**config.mk**
```make
export PLATFORM = sky130hd
export DESIGN_NAME = write_scoreboard
export DESIGN_NICKNAME = d
export VERILOG_FILES = /design/src/rtl/write_scoreboard_pkg.sv /design/src/rtl/write_scoreboard_match.sv /design/src/rtl/write_scoreboard.sv
export SDC_FILE = /design/constraint.sdc
export NUM_CORES = 1
export LEC_CHECK = 0
export CORE_ASPECT_RATIO = 0.8
export CORE_MARGIN = 1.5
export CORE_UTILIZATION = 40
export DETAILED_ROUTE_END_ITERATION = 6
export PLACE_DENSITY = 0.77
export SYNTH_ARGS = -nofsm -noshare
export SYNTH_HDL_FRONTEND = slang
export SYNTH_SLANG_ARGS = --single-unit
```
**constraint.sdc**
```tcl
create_clock -name clock -period 3 [get_ports clock]
set_clock_uncertainty 0.05 [all_clocks]
set_input_delay 0.9 -clock clock [delete_from_list [all_inputs] [get_ports clock]]
set_output_delay 0.9 -clock clock [all_outputs]
set_load 0.05 [all_outputs]
```
**src/rtl/write_scoreboard_pkg.sv**
```systemverilog
// Shared types for the write scoreboard: operand-forward select encodings
// and the per-stage slot record tracked for X, M and W.
package write_scoreboard_pkg;

    typedef enum logic [1:0] {
        FWD_RF   = 2'b00,
        FWD_XM   = 2'b01,
        FWD_MW   = 2'b10,
        FWD_LONG = 2'b11
    } fwd_sel_e;

    typedef struct packed {
        logic       valid;
        logic [4:0] rd;
        logic       load;
    } slot_t;

    localparam slot_t SLOT_EMPTY = '0;

endpackage

```
**src/rtl/write_scoreboard_match.sv**
```systemverilog
// Per-source-operand comparator: picks the forward source and flags
// load-use and outstanding mult/div hazards for one register specifier.
module scoreboard_match
    import write_scoreboard_pkg::*;
(
    input  logic [4:0] src,
    input  logic       x_valid,
    input  logic [4:0] x_rd,
    input  logic       x_load,
    input  logic       m_valid,
    input  logic [4:0] m_rd,
    input  logic       wb_long_valid,
    input  logic [4:0] wb_long_rd,
    input  logic       long_busy,
    input  logic [4:0] pending_rd,
    output logic [1:0] sel,
    output logic       load_use,
    output logic       long_hit
);

    logic src_nz;
    assign src_nz = (src != 5'd0);

    // Youngest producer wins; the long bus is newest since it bypasses all slots.
    always_comb begin
        sel = FWD_RF;
        if (src_nz) begin
            if (wb_long_valid && (wb_long_rd == src))
                sel = FWD_LONG;
            else if (x_valid && (x_rd == src))
                sel = FWD_XM;
            else if (m_valid && (m_rd == src))
                sel = FWD_MW;
        end
    end

    assign load_use = src_nz & x_valid & x_load & (x_rd == src);
    assign long_hit = src_nz & long_busy & (pending_rd == src);

endmodule

```
**src/rtl/write_scoreboard.sv**
```systemverilog
// In-order issue scoreboard: tracks X/M/W destinations and one outstanding
// mult/div, producing the D-stage stall and operand forward selects.
module write_scoreboard
    import write_scoreboard_pkg::*;
(
    input  logic       clock,
    input  logic       reset_n,
    input  logic       issue_valid,
    input  logic [4:0] issue_rd,
    input  logic       issue_we,
    input  logic       issue_load,
    input  logic       issue_long,
    input  logic [4:0] query_rs,
    input  logic [4:0] query_rt,
    input  logic       wb_long_valid,
    input  logic [4:0] wb_long_rd,
    output logic       stall,
    output logic [1:0] fwd_rs_sel,
    output logic [1:0] fwd_rt_sel,
    output logic       long_busy
);

    slot_t      x_q, m_q, w_q;
    logic       busy_q;
    logic [4:0] pending_q;

    logic [1:0] rs_sel, rt_sel;
    logic       rs_lu, rt_lu, rs_long, rt_long;
    logic       long_clear, waw, hazard, accept, rd_nz;

    scoreboard_match u_match_rs (
        .src           (query_rs),
        .x_valid       (x_q.valid),
        .x_rd          (x_q.rd),
        .x_load        (x_q.load),
        .m_valid       (m_q.valid),
        .m_rd          (m_q.rd),
        .wb_long_valid (wb_long_valid),
        .wb_long_rd    (wb_long_rd),
        .long_busy     (busy_q),
        .pending_rd    (pending_q),
        .sel           (rs_sel),
        .load_use      (rs_lu),
        .long_hit      (rs_long)
    );

    scoreboard_match u_match_rt (
        .src           (query_rt),
        .x_valid       (x_q.valid),
        .x_rd          (x_q.rd),
        .x_load        (x_q.load),
        .m_valid       (m_q.valid),
        .m_rd          (m_q.rd),
        .wb_long_valid (wb_long_valid),
        .wb_long_rd    (wb_long_rd),
        .long_busy     (busy_q),
        .pending_rd    (pending_q),
        .sel           (rt_sel),
        .load_use      (rt_lu),
        .long_hit      (rt_long)
    );

    assign rd_nz      = (issue_rd != 5'd0);
    assign long_clear = busy_q & wb_long_valid & (wb_long_rd == pending_q);
    assign waw        = busy_q & (pending_q == issue_rd);

    // A result landing on the long bus this cycle resolves RAW/WAW and frees the unit.
    assign hazard = rs_lu | rt_lu
                  | ((rs_long | rt_long | waw) & ~long_clear)
                  | (issue_long & busy_q & ~long_clear);

    // Gate with reset so outputs are quiet even while wb/issue inputs toggle in reset.
    assign stall      = reset_n & issue_valid & hazard;
    assign fwd_rs_sel = reset_n ? rs_sel : FWD_RF;
    assign fwd_rt_sel = reset_n ? rt_sel : FWD_RF;
    assign long_busy  = busy_q;

    assign accept = issue_valid & ~stall;

    always_ff @(posedge clock or negedge reset_n) begin
        if (!reset_n) begin
            x_q <= SLOT_EMPTY;
            m_q <= SLOT_EMPTY;
            w_q <= SLOT_EMPTY;
        end else begin
            w_q <= m_q;
            m_q <= x_q;
            if (accept) begin
                x_q.valid <= issue_we & ~issue_long & rd_nz;
                x_q.rd    <= issue_rd;
                x_q.load  <= issue_load;
            end else begin
                x_q <= SLOT_EMPTY;
            end
        end
    end

    // Set has priority over clear so a back-to-back mult/div keeps the unit busy.
    always_ff @(posedge clock or negedge reset_n) begin
        if (!reset_n) begin
            busy_q    <= 1'b0;
            pending_q <= 5'd0;
        end else if (accept & issue_long & issue_we & rd_nz) begin
            busy_q    <= 1'b1;
            pending_q <= issue_rd;
        end else if (long_clear) begin
            busy_q    <= 1'b0;
        end
    end

    // W is tracked for pipeline bookkeeping only; the regfile is write-first so it never forwards.
    logic unused_ok;
    assign unused_ok = ^{w_q, m_q.load};

endmodule

```
# ---- After elaboration in Yosys (flattened, before gate mapping)
# Index checks and enable logic that the tools add are counted.
dict set report totals {
  regBits 19
  in_bits 27
}
dict set report op_classes {
  eq_ne 10
  muxes 13
  n_bitwise 32
  reduce_logical 10
}
# operator count
set op_table {}
lappend op_table {{5-bit == test} 10}
lappend op_table {{1-bit bitwise AND} 24}
lappend op_table {{2-bit two-way mux} 10}
lappend op_table {{5-bit nonzero test} 3}
lappend op_table {{7-bit two-way mux} 1}
lappend op_table {{1-bit logical AND} 6}
lappend op_table {{1-bit bitwise OR} 5}
lappend op_table {{1-bit inverter} 3}
lappend op_table {{1-bit two-way mux} 2}
lappend op_table {{2-bit nonzero test} 1}

# ---- Logic depth before layout (Yosys ltp)
# Gate-level depths: netlist (run 1).
dict set report logic_depth {
  depth_word 15
  depth_mapped 7
}

# ---- By module
# Synthesis (run 1) repeated with hierarchy kept, for this count alone.
dict set report unflattened {
  hier_cells 145
  hier_area_um2 1477.7
}
# module instances cells_each area_per_inst_um2 seq_area_each_um2
set modules_own_cells {}
lappend modules_own_cells {write_scoreboard 1 67 872.1 475.5}
lappend modules_own_cells {scoreboard_match 2 39 302.8 0.0}

# ---- Worst setup path before layout (run 1)
# Ideal clock, no wire load.
dict set report synth_path {
  kind {input to output}
  startpoint {in query_rt[1]}
  endpoint {out stall}
  arrival_time_ns 2.574
  required_ns 2.050
  slack_ns -0.524
  cell_stages 7
  path_buffers 1
  cell_sequence {clkbuf_8 xor2_1 nor4_1 nand3_1 o22ai_1 a22oi_1 nor2_1}
}
dict set report synth_between {
  elab_chain_len 9
  word_cells_on_any_way 15
}
# item line
set synth_rtl {}
lappend synth_rtl {{start: declaration} write_scoreboard.sv:14} ;# input logic [4:0] query_rt,
lappend synth_rtl {{5-bit nonzero test} write_scoreboard_match.sv:22} ;# assign src_nz = (src != 5'd0);
lappend synth_rtl {{1-bit bitwise AND (2 in series)} write_scoreboard_match.sv:38} ;# assign long_hit = src_nz & long_busy & (pending_rd == src);
lappend synth_rtl {{1-bit bitwise OR (2 in series)} write_scoreboard.sv:69} ;# | ((rs_long | rt_long | waw) & ~long_clear)
lappend synth_rtl {{1-bit bitwise AND} write_scoreboard.sv:69}
lappend synth_rtl {{1-bit bitwise OR (*)} write_scoreboard.sv:69}
lappend synth_rtl {{1-bit bitwise OR (*)} write_scoreboard.sv:70} ;# | (issue_long & busy_q & ~long_clear);
lappend synth_rtl {{1-bit bitwise AND (*)} write_scoreboard.sv:73} ;# assign stall = reset_n & issue_valid & hazard;
lappend synth_rtl {{end: declaration} write_scoreboard.sv:17} ;# output logic stall,
# Mark *: on every way between the ends. The rest lies on a longest branch, timed or not.

# ---- Worst setup path after layout (run 1)
dict set report layout_path {
  startpoint {in query_rt[3]}
  endpoint {out stall}
}
# Same word-level chain as after synthesis.

==> results of run 1 <==
## routing by layer
| layer | GRT usage (%) | routed length (microns) | up-vias |
|---|---|---|---|
| met2 | 39.6 | 2040 | 60 |
| met3 | 4.06 | 319 | 6 |
| met4 | 6.20 | 57 | 0 |
| li1 | - | - | 621 |
| met1 | 27.6 | 1730 | 622 |
| met5 | 0 | 0 | - |
## synthesized netlist by cell type
cell type | n | area, sq um
xor2_1 | 28 | 245
xnor2_1 | 22 | 193
dfrtp_1 | 19 | 475
nand4_1 | 8 | 50.1
and2_1 | 7 | 43.8
a21oi_1 | 5 | 25.0
mux2_4 | 5 | 75.1
nor3_1 | 5 | 25.0
clkbuf_1 | 4 | 15.0
clkbuf_2 | 4 | 20.0
nor4_1 | 4 | 25.0
inv_1 | 3 | 11.3
nand2_1 | 3 | 11.3
nand3_1 | 3 | 15.0
nor2_1 | 3 | 11.3
buf_2 | 2 | 10.0
buf_4 | 2 | 15.0
buf_6 | 2 | 22.5
o211a_1 | 2 | 20.0
or4_4 | 2 | 22.5
a21bo_4 | 1 | 16.3
a22oi_1 | 1 | 7.51
a31oi_1 | 1 | 6.26
clkbuf_8 | 1 | 13.8
nand3_2 | 1 | 10.0
nor3b_1 | 1 | 7.51
o2111a_1 | 1 | 11.3
o211ai_1 | 1 | 7.51
o21ai_0 | 1 | 5.00
o22ai_1 | 1 | 6.26
o31a_1 | 1 | 8.76
or2_1 | 1 | 6.26
or2_2 | 1 | 6.26
or2_4 | 1 | 8.76
or4_2 | 1 | 8.76
## critical path, stage by stage
cell and delay [ns]:
buf_8 0.10, or4_4 0.53, buf_4 0.16, nor2_1 0.13, o22ai_2 0.11, a22oi_2 0.26, nor2_4 0.06, buf_12 0.15
## sequential cells by signal (all words and copies together) (netlist names)
| name | cells |
|---|---|
| long_busy | 1 |
| m_q | 6 |
| pending_q | 5 |
| x_q | 7 |
## cell type report
type                    count  area (sq um)  area share (%)
clock buffers               3          41.3            1.77
clock inverters             1          7.51           0.322
inverters                   3          11.3           0.483
multi-input cells         111          1040            44.6
flip-flops and latches     19           475            20.4
well taps                  42          52.6            2.25
repair buffers             72           704            30.2
## worst min path at each step
stage                                start               end  slack, ns
after floorplan           x_q[6]$_DFF_PN0_  m_q[6]$_DFF_PN0_       0.34
after global placement    x_q[6]$_DFF_PN0_  m_q[6]$_DFF_PN0_       0.37
after detailed placement  x_q[5]$_DFF_PN0_  m_q[5]$_DFF_PN0_       0.38
after CTS                 x_q[5]$_DFF_PN0_  m_q[5]$_DFF_PN0_       0.39
after global routing      x_q[1]$_DFF_PN0_  m_q[1]$_DFF_PN0_       0.44
final                     x_q[1]$_DFF_PN0_  m_q[1]$_DFF_PN0_       0.44
## per-stage QoR
step | power, mW | setup TNS (ns)
after floorplan | 0.591 | -0.383
after global placement | 0.698 | -5.32
after detailed placement | 0.713 | -5.96
after CTS | 0.898 | -1.60
after global routing | 0.976 | -1.43
final | 0.920 | -1.26
## what timing repair did
item,4_1_cts,5_1_grt
pin swaps,20,15
gates resized for setup,60,26
endpoints found under the setup margin,10,8
buffers inserted,9,4
endpoints found under the hold margin,0,0
## power breakdown
group	switching, mW	internal, mW	total, mW
clock network	0.0833	0.0936	0.177
registers	0.0667	0.294	0.361
logic	0.168	0.214	0.382
total	0.318	0.601	0.920
## cells by family after synthesis
family	synth area share, %
XOR/XNOR	30.0
AND/OR/NAND/NOR	17.2
flip-flops	32.5
buffers and inverters	7.36
AO/OA/AOI/OAI	7.79
multiplexers	5.14
==> out/summary.md, run 1 <==
The worst hold path was traced through 0 stages. The run gives 0.00347 sq mm as the core area. After synthesis the cells add up to 0.00146 sq mm. The final cycle utilization of the critical path was 112%. The clock passes through at most 2 buffers. In this run the remaining antenna-violating nets after routing total 0.

After the first detailed-routing iteration, the DRC count stood at 43. Setup repair after global routing could not meet its margin everywhere. Startpoint kind of the worst setup timing path: an input port. The filler-free cell count of the finished design came out at 251. The number of clock buffers added by TritonCTS is 3. The number of fill cells is 269. The wire length per cell after detailed routing was 16.5 microns; the via count of the first global-routing pass was 1458. The post-layout utilization of the core is 67.2%. The run gives 0 as the yosys synthesis warning count.

The synthesized instance count was 148; the post-layout worst setup margin was -0.355 ns. After legalization and detailed placement, the total HPWL measured 3.17 mm. The share of post-route cells with drive strength above 1 works out to 42.1%. Buffers placed on the I/O ports in this run total 32. Leaving out fill and tap cells, the most frequent cell in the layout is buf_4. Static timing analysis puts the maximum clock frequency at 0.298 GHz. The layout overhead on the synthesized area was 59.5%; the arrival time reported for the critical path endpoint was 2.40 ns.

The full die area came out at 0.00403 sq mm. Total non-filler cell area in the finished layout: 0.00233 sq mm. Measured in cells, the most critical reg-to-reg path has a length of 8.

Across every metal layer, demand over resource in global routing totals 22.1%. The master cell of the clock root buffer is clkbuf_8. The tightest min-delay check is of the reg -> reg type. For this run the aggregate overflow at the end of global routing stands at 0.

At the worst endpoint, the required time is 2.05 ns. Final max-slew violation count: 0. The tools report the source-to-sink clock delay at the later pin of the worst-skew pair as 0.26 ns. The run finished, with violations left.

The die outline width is 70.6 microns. The destination of the critical timing path was stall. At the pin with the least slew margin, the transition time is 0.498 ns. The logs give 4.15 mm for the total detailed-routing wirelength and -0.763 ns for the placement-stage worst setup slack. The first global-routing pass estimated 6.95 mm of wire.

The run gives 5 as the total of endpoints with negative setup slack in the final report. The maximum level of the CTS H-tree was 1; the portion of the post-synthesis area used by sequential elements was 32.5%. For the instance area after placement, the log shows 0.00207 sq mm. In this run the register-to-register setup slack is 0.60 ns. The tools report the critical register-to-register path endpoint as pending_q[4]$_DFFE_PN0P_. The post-synthesis register bit count is 19.

The worst setup path startpoint is query_rt[3]. Total number of nets in the final design: 237. Tightest slew margin relative to the limit: 66.7%. The startpoint identified for the worst register-to-register timing path is x_q[5]$_DFF_PN0_.

The run gives 330 uV as the worst ir drop on vdd. Counting tap cells, the placed design contains a total of 237 instances. Dividing the detail-routed via count by the number of cells gives 5.22. The die outline height works out to 57.1 microns. The tool flagged a number of max-cap violations equal to 0.

The startpoint-to-endpoint class of the critical path is in -> out. The tools report the number of antenna violations at the first check in global routing as 0. In the layout the commonest cells are buf_4, xor2_1, xnor2_1, dfrtp_1, buf_6. After detailed routing, the number of remaining DRC violations is 0.

At the end of routability-driven placement, the weighted congestion stood at 0.818. Number of buffers added to fix hold violations after cts: 0. The largest fanout of any net on the critical path is 3.

For this configuration, the core starts out at a cell density of 42.1%. The power density relative to cell area is 395 mW/mm^2, and the number of endpoints with negative hold slack in the final report is 0. The mean instance size in the synthesized netlist came out at 9.87 sq um. Overall via count from detail_route: 1309. The final reports fail on negative setup slack. The tools report the net count after synthesis as 175. The run gives 19 as the number of rows created at floorplan. Endpoint kind of the worst setup timing path: an output pin.

The tools report the static leakage power as 1.02 nW. TritonCTS built the clock tree. The worst hold-check slack was 0.436 ns. After synthesis, the netlist uses 35 different library cells. The pre-antenna-repair detailed-routing pass consisted of 4 iterations. Subtracting the final worst setup slack from the clock period gives 3.35 ns. The number of top-level design ports was 33.

The number of sinks driven by the clock tree was 19. Entering global routing, the biggest net connects 14 pins. After clock tree synthesis, the clock-pin slew on the worst setup and hold paths is 0.07 ns. 0 antenna diodes ended up in the layout.
Note: power is estimated with default switching activity, not from simulation.
==> run 2, diff against run 1 <==
--- a/config.mk
+++ b/config.mk
@@ -9,6 +9,7 @@
 export CORE_MARGIN = 1.5
 export CORE_UTILIZATION = 40
 export DETAILED_ROUTE_END_ITERATION = 6
+export HOLD_SLACK_MARGIN = 0.06
 export PLACE_DENSITY = 0.77
 export SYNTH_ARGS = -nofsm -noshare
 export SYNTH_HDL_FRONTEND = slang
==> results of run 2 <==
The final DEF is identical to that of run 1; final timing and power are the same.
